[src/rtl/corelet_pkg.sv]
// Shared corelet definitions: accumulator FSM states, vector geometry and
// single-port SRAM control encodings.
package corelet_pkg;

    localparam int COL      = 8;
    localparam int PSUM_BW  = 16;
    localparam int NPIX     = 16;
    localparam int KIJ_LAST = 8;
    localparam int ADDR_W   = 9;

    localparam logic CEN_ON  = 1'b0;
    localparam logic CEN_OFF = 1'b1;
    localparam logic WEN_WR  = 1'b0;
    localparam logic WEN_RD  = 1'b1;

    typedef enum logic [2:0] {
        IDLE,
        FETCH,
        ADD,
        WRITE,
        DONE
    } acc_state_t;

endpackage

[src/rtl/psum_accumulator_lane.sv]
// One accumulator lane: signed saturating add with optional ReLU clamp.
module psum_lane_sat_add #(
    parameter int W = corelet_pkg::PSUM_BW
) (
    input  logic signed [W-1:0] a,
    input  logic signed [W-1:0] b,
    input  logic                relu_en,
    output logic signed [W-1:0] y
);

    localparam logic [W-1:0] SAT_MAX = {1'b0, {(W-1){1'b1}}};
    localparam logic [W-1:0] SAT_MIN = {1'b1, {(W-1){1'b0}}};

    logic signed [W:0] sum_ext;

    // NOTE: y is assigned unconditionally before any override, so no latch can be inferred.
    always_comb begin
        sum_ext = $signed({a[W-1], a}) + $signed({b[W-1], b});
        y = sum_ext[W-1:0];
        if (sum_ext[W] != sum_ext[W-1]) begin
            y = sum_ext[W] ? SAT_MIN : SAT_MAX;
        end
        if (relu_en && y[W-1]) begin
            y = '0;
        end
    end

endmodule

[src/rtl/psum_accumulator.sv]
// Partial-sum accumulator between the OFIFO and PMEM: one read-modify-write
// per vector for each kij pass, with ReLU applied on the final pass.
module psum_accumulator #(
    parameter int COL       = corelet_pkg::COL,
    parameter int PSUM_BW   = corelet_pkg::PSUM_BW,
    parameter int NPIX      = corelet_pkg::NPIX,
    parameter int KIJ_LAST  = corelet_pkg::KIJ_LAST,
    parameter int BASE_ADDR = 0
) (
    input  logic                     clk,
    input  logic                     reset,
    input  logic                     start,
    input  logic [3:0]               kij,
    output logic                     busy,
    output logic                     pass_done,
    input  logic                     fifo_valid,
    input  logic [COL*PSUM_BW-1:0]   fifo_data,
    output logic                     fifo_rd,
    input  logic [COL*PSUM_BW-1:0]   mem_q,
    output logic [COL*PSUM_BW-1:0]   mem_d,
    output logic [8:0]               mem_addr,
    output logic                     mem_cen,
    output logic                     mem_wen
);

    import corelet_pkg::*;

    localparam int VW = COL * PSUM_BW;

    if (NPIX < 1 || BASE_ADDR < 0 || BASE_ADDR + NPIX > 512) begin : g_bad_cfg
        $error("psum_accumulator: BASE_ADDR + NPIX must lie within the 512-entry PMEM");
    end

    acc_state_t      state;
    logic [8:0]      idx;
    logic [3:0]      kij_r;
    logic [VW-1:0]   data_r;
    logic [VW-1:0]   sum_r;
    logic [VW-1:0]   lane_a;
    logic [VW-1:0]   lane_b;
    logic [VW-1:0]   lane_sum;
    logic [8:0]      cur_addr;
    logic            take;
    logic            first_pass;
    logic            is_final;
    logic            last_idx;

    assign take       = (state == FETCH) && fifo_valid;
    assign first_pass = (kij_r == 4'd0);
    assign is_final   = (kij_r == 4'(KIJ_LAST));
    assign last_idx   = (idx == 9'(NPIX - 1));
    assign cur_addr   = 9'(BASE_ADDR) + idx;

    // The first pass has no PMEM history: the popped vector goes through with a zero addend.
    assign lane_a = (state == ADD) ? mem_q  : fifo_data;
    assign lane_b = (state == ADD) ? data_r : '0;

    for (genvar i = 0; i < COL; i++) begin : g_lane
        psum_lane_sat_add #(.W(PSUM_BW)) u_lane (
            .a       (lane_a[i*PSUM_BW +: PSUM_BW]),
            .b       (lane_b[i*PSUM_BW +: PSUM_BW]),
            .relu_en (is_final),
            .y       (lane_sum[i*PSUM_BW +: PSUM_BW])
        );
    end

    // NOTE: sequential state uses non-blocking assignments so every register samples pre-edge values.
    always_ff @(posedge clk or posedge reset) begin
        if (reset) begin
            state <= IDLE;
            idx   <= '0;
            kij_r <= '0;
        end else begin
            case (state)
                IDLE: begin
                    if (start) begin
                        kij_r <= kij;
                        idx   <= '0;
                        state <= FETCH;
                    end
                end
                FETCH: begin
                    if (fifo_valid) begin
                        state <= first_pass ? WRITE : ADD;
                    end
                end
                ADD:   state <= WRITE;
                WRITE: begin
                    if (last_idx) begin
                        state <= DONE;
                    end else begin
                        idx   <= idx + 9'd1;
                        state <= FETCH;
                    end
                end
                DONE:    state <= IDLE;
                default: state <= IDLE;
            endcase
        end
    end

    // NOTE: datapath registers have no reset; each is written before it is ever observed.
    always_ff @(posedge clk) begin
        if (take) begin
            data_r <= fifo_data;
        end
        if ((take && first_pass) || state == ADD) begin
            sum_r <= lane_sum;
        end
    end

    always_comb begin
        busy      = (state inside {FETCH, ADD, WRITE});
        pass_done = (state == DONE);
        fifo_rd   = take;
        mem_cen   = CEN_OFF;
        mem_wen   = WEN_RD;
        mem_addr  = '0;
        mem_d     = '0;
        if (take && !first_pass) begin
            mem_cen  = CEN_ON;
            mem_addr = cur_addr;
        end
        if (state == WRITE) begin
            mem_cen  = CEN_ON;
            mem_wen  = WEN_WR;
            mem_addr = cur_addr;
            mem_d    = sum_r;
        end
    end

endmodule
[config.mk]
export PLATFORM = sky130hd
export DESIGN_NAME = psum_accumulator
export DESIGN_NICKNAME = d
export VERILOG_FILES = /design/src/rtl/corelet_pkg.sv /design/src/rtl/psum_accumulator_lane.sv /design/src/rtl/psum_accumulator.sv
export SDC_FILE = /design/constraint.sdc
export NUM_CORES = 1
export LEC_CHECK = 0
export ABC_AREA = 1
export BUFFER_PORTS_ARGS = -buffer_cell sky130_fd_sc_hd__buf_2
export CORE_UTILIZATION = 45
export CTS_BUF_LIST = sky130_fd_sc_hd__clkbuf_4 sky130_fd_sc_hd__clkbuf_8 sky130_fd_sc_hd__clkbuf_16
export DETAILED_ROUTE_END_ITERATION = 7
export PLACE_DENSITY = 0.65
export SLEW_MARGIN = 20
export SYNTH_ARGS = -nofsm -noshare
export SYNTH_HDL_FRONTEND = slang
export SYNTH_SLANG_ARGS = --single-unit
[constraint.sdc]
create_clock -name clk -period 12.45 [get_ports clk]
set_clock_uncertainty 0.2 [all_clocks]
set_input_delay 0 -clock clk [delete_from_list [all_inputs] [get_ports clk]]
set_output_delay 0 -clock clk [all_outputs]
set_load 0.01 [all_outputs]
==> qor.csv, run 1 <==
metric,value,unit
status,"finished, final reports clean",
hold_viol,0,
yosysSeqAreaShare,0.381,
clk_pin_slew,0.06,ns
synth.distinct_cells,41,
setup_violations,0,
period_needed,5.07,ns
path_buf_inv,5,
whs_path_depth,6,
post-route-drc-count,0,
crit_family,buffers and inverters,
grt_max_degree,167,
nNetsFinal,3997,
htree_levels,2,
path_cells,nor2_1 -> nand2_4 -> inv_4 -> buf_4 -> nand2_1 -> nand2_1 -> ha_1 -> inv_1 -> fa_1 -> inv_1 -> nand2_1 -> nand2_1 -> nand3_1 -> nand2_2 -> nand2_1 -> nand2_1 -> nand2_1 -> nand2_4 -> nor2_4 -> inv_2 -> a21oi_1,
place_congestion,0.918,
async_flop_share,0.0588,
power_frac_comb,0.551,
critPathKind,register to register,
synthTopCellsByArea,"edfxtp_1 (36%), nand2_1 (17%), inv_1 (8.9%)",
first_global_vias,19800,
r2r_slack,7.38,ns
drt_iter0_drc,1286,
port_buffers,405,
yosysWarnings,0,
synth-edff-count,256,
drt_pass1_iterations,5,
hold_start,mem_q[56],
start_kind,register,
reg2reg_from,state[2]$_DFFE_PP0P_,
p_switching,2.66,mW
synth_nets,3344,
die_area,48000,µm²
syn_area_per_cell,7.21,µm²
pin_count,406,
leakage,15.1,nW
clk_latency,0.54,ns
rr_endpoint,sum_r[18]$_SDFFCE_PP0P_,
p_int,3.35,mW
finalHoldWorstSlack,0.0212,ns
numCtsBuffers,36,
wl_per_cell,14.6,µm
p_seq_frac,0.261,
ys.flop_type,edfxtp_1,
ctsResizeCount,0,
area_growth,30.7,%
dieHeight,219,µm
hold_buffers,273,
fp-row-count,79,
grt_overflow,0,
worst_slack,7.38,ns
slew_violations,0,
drv_cap,0,
fin_crit_sh,0.407,
ys_seq_elements,272,
place_ws,7.41,ns
vias_per_cell,4.85,
cp_common_cell,nand2_1,
syn_inst,2943,
fmax,197,MHz
yosysTopAreaCellShare,0.362,
grt_pass1_wl,96.9,mm
slew_headroom,0.297,
hpwl,44.6,mm
reg2regPathDepth,21,
worst_pin_slew,1.05,ns
rsz0062_at_grt,false,
core,46600,µm²
fillCellCount,4204,
cts_sinks,272,
cpPeakStageDelay,0.77,ns
slowest_stage,buf_4,
clockBufferDepth,3,
vias,20500,
switching_share,0.442,
hold_end,sum_r[56]$_SDFFCE_PP0P_,
antenna_found_initial,6,
final_common_cell,nand2_1,
layout_common_cells,"nand2_1 (968), inv_1 (506), buf_2 (405)",
synth_largest_area_cell,edfxtp_1,
worstPathArrival,5.14,ns
grt_use_total,0.253,
ir_drop,0.128,mV
initial_core_util,0.456,
power_density,216,nW/µm²
crit_path_end_kind,register,
critPathRequiredTime,12.52,ns
path_max_fanout,70,
hp-class,input pin to register,
wl,61.9,mm
p_clk_frac,0.188,
drive_above_1_share,0.175,
finalSetupTns,0,ns
post_cts_buffers,0,
cts-root-buf,clkbuf_16,
netlist_area,21200,µm²
cts_tree,built,
die_w,219,µm
ant_nets,0,
cell usage after synthesis (4+ instances only):
cell        n
buf_4       4
a21oi_2    43
nand3_2     8
nand4_1    17
nor3_1     33
buf_2      12
or2_1       8
xor2_1     49
o21ai_0    19
nand3_4     5
nor2_1    375
nand2_2    43
or2_2       9
o21ai_1    20
inv_2      11
nand2_4     9
fa_1        8
clkbuf_1   42
ha_1      129
nor3_2      5
xnor2_1    38
edfxtp_1  256
nand2_1   971
inv_1     506
o21bai_1   12
dfrtp_1    16
a21oi_1   118
o21ai_2    10
nor2_8      4
and2_1     20
nand3_1   115
buf_6      11
state kept, by name (all words and copies together) (netlist names):
| register | cells |
|---|---|
| data_r | 128 |
| idx | 9 |
| kij_r | 4 |
| state | 3 |
| sum_r | 128 |
final cells by class:
cell class / instances / area [µm²] / area share
diodes: 4 / 10.0 / 0.000361
clock inverters: 24 / 333 / 0.0120
flip-flops and latches: 272 / 8090 / 0.292
clock buffers: 40 / 948 / 0.0342
well taps: 607 / 759 / 0.0274
multi-input cells: 2081 / 10800 / 0.390
inverters: 518 / 1950 / 0.0702
repair buffers: 687 / 4840 / 0.175
worst reg2reg max path, cell delays in order (launching register included):
cell,delay [ns]
dfrtp_1,0.42
nor2_1,0.32
nand2_4,0.32
inv_4,0.66
buf_4,0.78
nand2_1,0.15
nand2_1,0.11
ha_1,0.17
inv_1,0.06
fa_1,0.47
inv_1,0.08
nand2_1,0.05
nand2_1,0.09
nand3_1,0.09
nand2_2,0.10
nand2_1,0.08
nand2_1,0.07
nand2_1,0.08
nand2_4,0.10
nor2_4,0.04
inv_2,0.26
a21oi_1,0.14
how the worst max path moves through the flow:
stage / start / end / slack, ns / cells past startpoint
6_report: state[2]$_DFFE_PP0P_ / sum_r[18]$_SDFFCE_PP0P_ / 7.38 / 21
3_3_place_gp: state[2]$_DFFE_PP0P_ / sum_r[19]$_SDFFCE_PP0P_ / 7.55 / 21
5_1_grt: state[1]$_DFFE_PP0P_ / sum_r[18]$_SDFFCE_PP0P_ / 6.91 / 22
3_5_place_dp: state[2]$_DFFE_PP0P_ / sum_r[18]$_SDFFCE_PP0P_ / 7.41 / 21
4_1_cts: state[2]$_DFFE_PP0P_ / sum_r[18]$_SDFFCE_PP0P_ / 7.35 / 21
2_1_floorplan: state[2]$_DFFE_PP0P_ / sum_r[0]$_SDFFCE_PP0P_ / 2.45 / 5
logic make-up (layout without fill, tap and decap cells):
family                   count (synthesis)  in the layout  share of synthesized area
buffers and inverters                  590           1269                      0.111
AO/OA/AOI/OAI                          225            225                     0.0640
XOR/XNOR                                87             87                     0.0359
flip-flops                             272            272                      0.381
adder cells (fa/ha/maj)                137            137                     0.0836
AND/OR/NAND/NOR                       1629           1629                      0.323
other                                    0              4                          0
multiplexers                             3              3                    0.00159
stage by stage:
step / instance area (µm²) / std cells / utilization / total power, mW
2_1_floorplan: 21200 / 2943 / - / 4.05
3_5_place_dp: 23700 / 3891 / 0.509 / 4.80
5_1_grt: 27700 / 4231 / 0.596 / 6.49
4_1_cts: 27700 / 4228 / 0.595 / 6.02
3_3_place_gp: 23700 / 3891 / 0.509 / 4.73
6_report: 27700 / 4233 / 0.596 / 6.00
power by group through the flow:
stage / logic [mW] / registers, mW / clock network (mW)
finish: 3.31 / 1.57 / 1.13
global route: 3.71 / 1.59 / 1.18
CTS: 3.31 / 1.57 / 1.15
detailed placement: 3.21 / 1.58 / 0
global placement: 3.15 / 1.58 / 0
floorplan: 2.46 / 1.60 / 0
metal layers:
layer | track usage | wire [µm] | vias up
met5 | 0 | 36 | -
met4 | 0.0884 | 1920 | 6
met3 | 0.0453 | 3960 | 117
met2 | 0.431 | 29100 | 666
met1 | 0.320 | 26900 | 9278
li1 | - | - | 10500
(Power assumes the default switching activity.)
==> run 2, diff against run 1 <==
- PLACE_DENSITY: 0.65 -> 0.68
- clock period: 12.45 -> 4.4 ns (I/O delays scaled with it)
==> qor.csv, run 2 (synthesis results as in run 1) <==
metric,value,unit,change
grt_max_degree,131,,-22%
grt_use_total,0.254,,+0.00164
fp-row-count,79,,unchanged
top_usage_layer,met2,,
ant_nets,0,,unchanged
ir_drop,0.691,mV,+440%
whs_path_depth,7,,+1
die_area,48000,µm²,unchanged
cts_sinks,272,,unchanged
hp-class,input pin to register,,
dieHeight,219,µm,unchanged
fmax,252,MHz,+28%
critPathRequiredTime,4.48,ns,-8.04 ns
period_needed,3.97,ns,-1.10 ns
post_cts_buffers,0,,unchanged
grt_use_met3,0.0430,,-0.00236
drv_cap,0,,unchanged
numCtsBuffers,35,,-2.8%
biggestRegsByFlops,"data_r (128), sum_r (128), idx (9)",,
hold_end,sum_r[108]$_SDFFCE_PP0P_,,
drt_pass1_iterations,7,,+2
antenna_found_initial,5,,-1
r2r_slack,0.43,ns,-6.95 ns
post-route-drc-count,0,,unchanged
dpl.cell_count,3893,,+0.051%
drt_iter0_drc,1233,,-4.1%
slew_headroom,0.332,,+0.0347
worst_pin_slew,1.00,ns,-0.0532 ns
core,46600,µm²,unchanged
cts_tree,built,,
layout_common_cells,"nand2_1 (968), inv_1 (506), buf_2 (405)",,
nNetsFinal,4020,,+0.58%
reg2reg_from,state[2]$_DFFE_PP0P_,,
rsz0062_at_grt,false,,
final-instance-count-excl-fill,4253,,+0.47%
setup_violations,0,,unchanged
worst_slack,0.428,ns,-6.95 ns
hold_start,mem_q[108],,
port_buffers,405,,unchanged
leakage,15.2,nW,+0.67%
power_density,607,nW/µm²,+180%
place_congestion,0.947,,+3.2%
drive_above_1_share,0.173,,-0.00183
clockBufferDepth,3,,unchanged
pin_count,406,,unchanged
die_w,219,µm,unchanged
crit_path_end_kind,register,,
hpwl,43.2,mm,-3.1%
vias_per_cell,4.80,,-0.98%
final_common_cell,nand2_1,,
critPathKind,register to register,,
use_met2,0.429,,-0.00200
rr_endpoint,sum_r[86]$_SDFFCE_PP0P_,,
p_int,9.47,mW,+180%
fin_crit_sh,0.903,,+0.496
cp-startpoint,state[2]$_DFFE_PP0P_,,
slew_violations,0,,unchanged
clk_pin_slew,0.06,ns,about the same
status,"finished, final reports clean",,
reg2regPathDepth,17,,-19%
clk_latency,0.55,ns,about the same
vias,20400,,-0.51%
worstPathArrival,4.06,ns,-1.08 ns
htree_levels,2,,unchanged
finalSetupTns,0,ns,unchanged
p_switching,7.51,mW,+180%
wl,61.8,mm,-0.20%
power_frac_comb,0.553,,+0.002
grt_pass1_wl,97.4,mm,+0.56%
hold_buffers,296,,+8.4%
grt_overflow,0,,unchanged
area_growth,31.8,%,
first_global_vias,19600,,-1.1%
initial_core_util,0.456,,unchanged
path_max_fanout,64,,-8.6%
p_seq_frac,0.261,,about the same
start_kind,register,,
cts-root-buf,clkbuf_16,,
place_ws,0.424,ns,-6.99 ns
grtUsageMet1,0.334,,+0.0140
hold_viol,0,,unchanged
wl_per_cell,14.5,µm,-0.67%
p_clk_frac,0.186,,-0.002
ctsResizeCount,0,,unchanged
switching_share,0.442,,about the same
[run 2: cell count changes in the layout (fill, tap and decap cells not counted), sizes merged]
cell         before  now
bufinv            8    7
diode             4    3
clkbuf           40   43
dlygate4sd3     274  296
clkinvlp          3    1
buf             413  415
clkinv           13   10
[run 2: per-stage QoR]
step           total power, mW  utilization  hold WS [ns]  instance area, µm²
6_report                  17.0        0.601        0.0287               28000
5_1_grt                   18.4        0.601       0.00552               28000
4_1_cts                   17.0        0.601       0.00106               28000
3_5_place_dp              13.5        0.511       -0.0444               23800
3_3_place_gp              13.5        0.511       -0.0527               23800
2_1_floorplan             11.4            -        -0.286               21300
[run 2: critical path, stage by stage (launching register included)]
cell and delay (ns):
dfrtp_1 0.43, nor2_1 0.32, nand2_4 0.13, inv_4 0.24, buf_12 0.31, nand2_1 0.10
nand2_1 0.08, ha_1 0.16, inv_1 0.06, fa_1 0.49, o21ai_1 0.21, nand3_1 0.10
nand2_1 0.14, nand2_2 0.09, nand3_1 0.17, nand3_4 0.17, nand2_4 0.18, o21ai_1 0.07
[run 2: worst max path at each step]
| stage | to | slack (ns) | depth (start not counted) |
|---|---|---|---|
| after CTS | sum_r[86]$_SDFFCE_PP0P_ | 0.43 | 17 |
| after global placement | sum_r[53]$_SDFFCE_PP0P_ | 0.49 | 17 |
| after global routing | sum_r[0]$_SDFFCE_PP0P_ | 0.04 | 21 |
| final | sum_r[86]$_SDFFCE_PP0P_ | 0.43 | 17 |
| after detailed placement | sum_r[86]$_SDFFCE_PP0P_ | 0.42 | 17 |
| after floorplan | sum_r[0]$_SDFFCE_PP0P_ | 0.002 | 5 |
[run 2: metal layers]
metal | share of wire | wire length (µm) | vias to the layer above
li1 | - | - | 10500
met5 | 0.00068 | 42 | -
met3 | 0.058 | 3550 | 108
met1 | 0.45 | 27600 | 9201
met4 | 0.025 | 1550 | 6
met2 | 0.47 | 29000 | 607
[run 2: power by group through the flow]
| stage | Clock, mW | Sequential [mW] | Combinational [mW] |
|---|---|---|---|
| finish | 3.15 | 4.44 | 9.39 |
| global route | 3.30 | 4.51 | 10.6 |
| CTS | 3.21 | 4.44 | 9.35 |
| detailed placement | 0 | 4.49 | 9.06 |
| global placement | 0 | 4.47 | 8.99 |
| floorplan | 0 | 4.42 | 6.97 |
[run 2: area by class of cell]
type,count,area (µm²)
Antenna cell,3,7.51
Clock buffer,43,977
Clock inverter,18,262
Fill cell,4140,18600
Inverter,518,1950
Multi-Input combinational cell,2081,10800
Sequential cell,272,8090
Tap cell,607,759
Timing Repair Buffer,711,5110
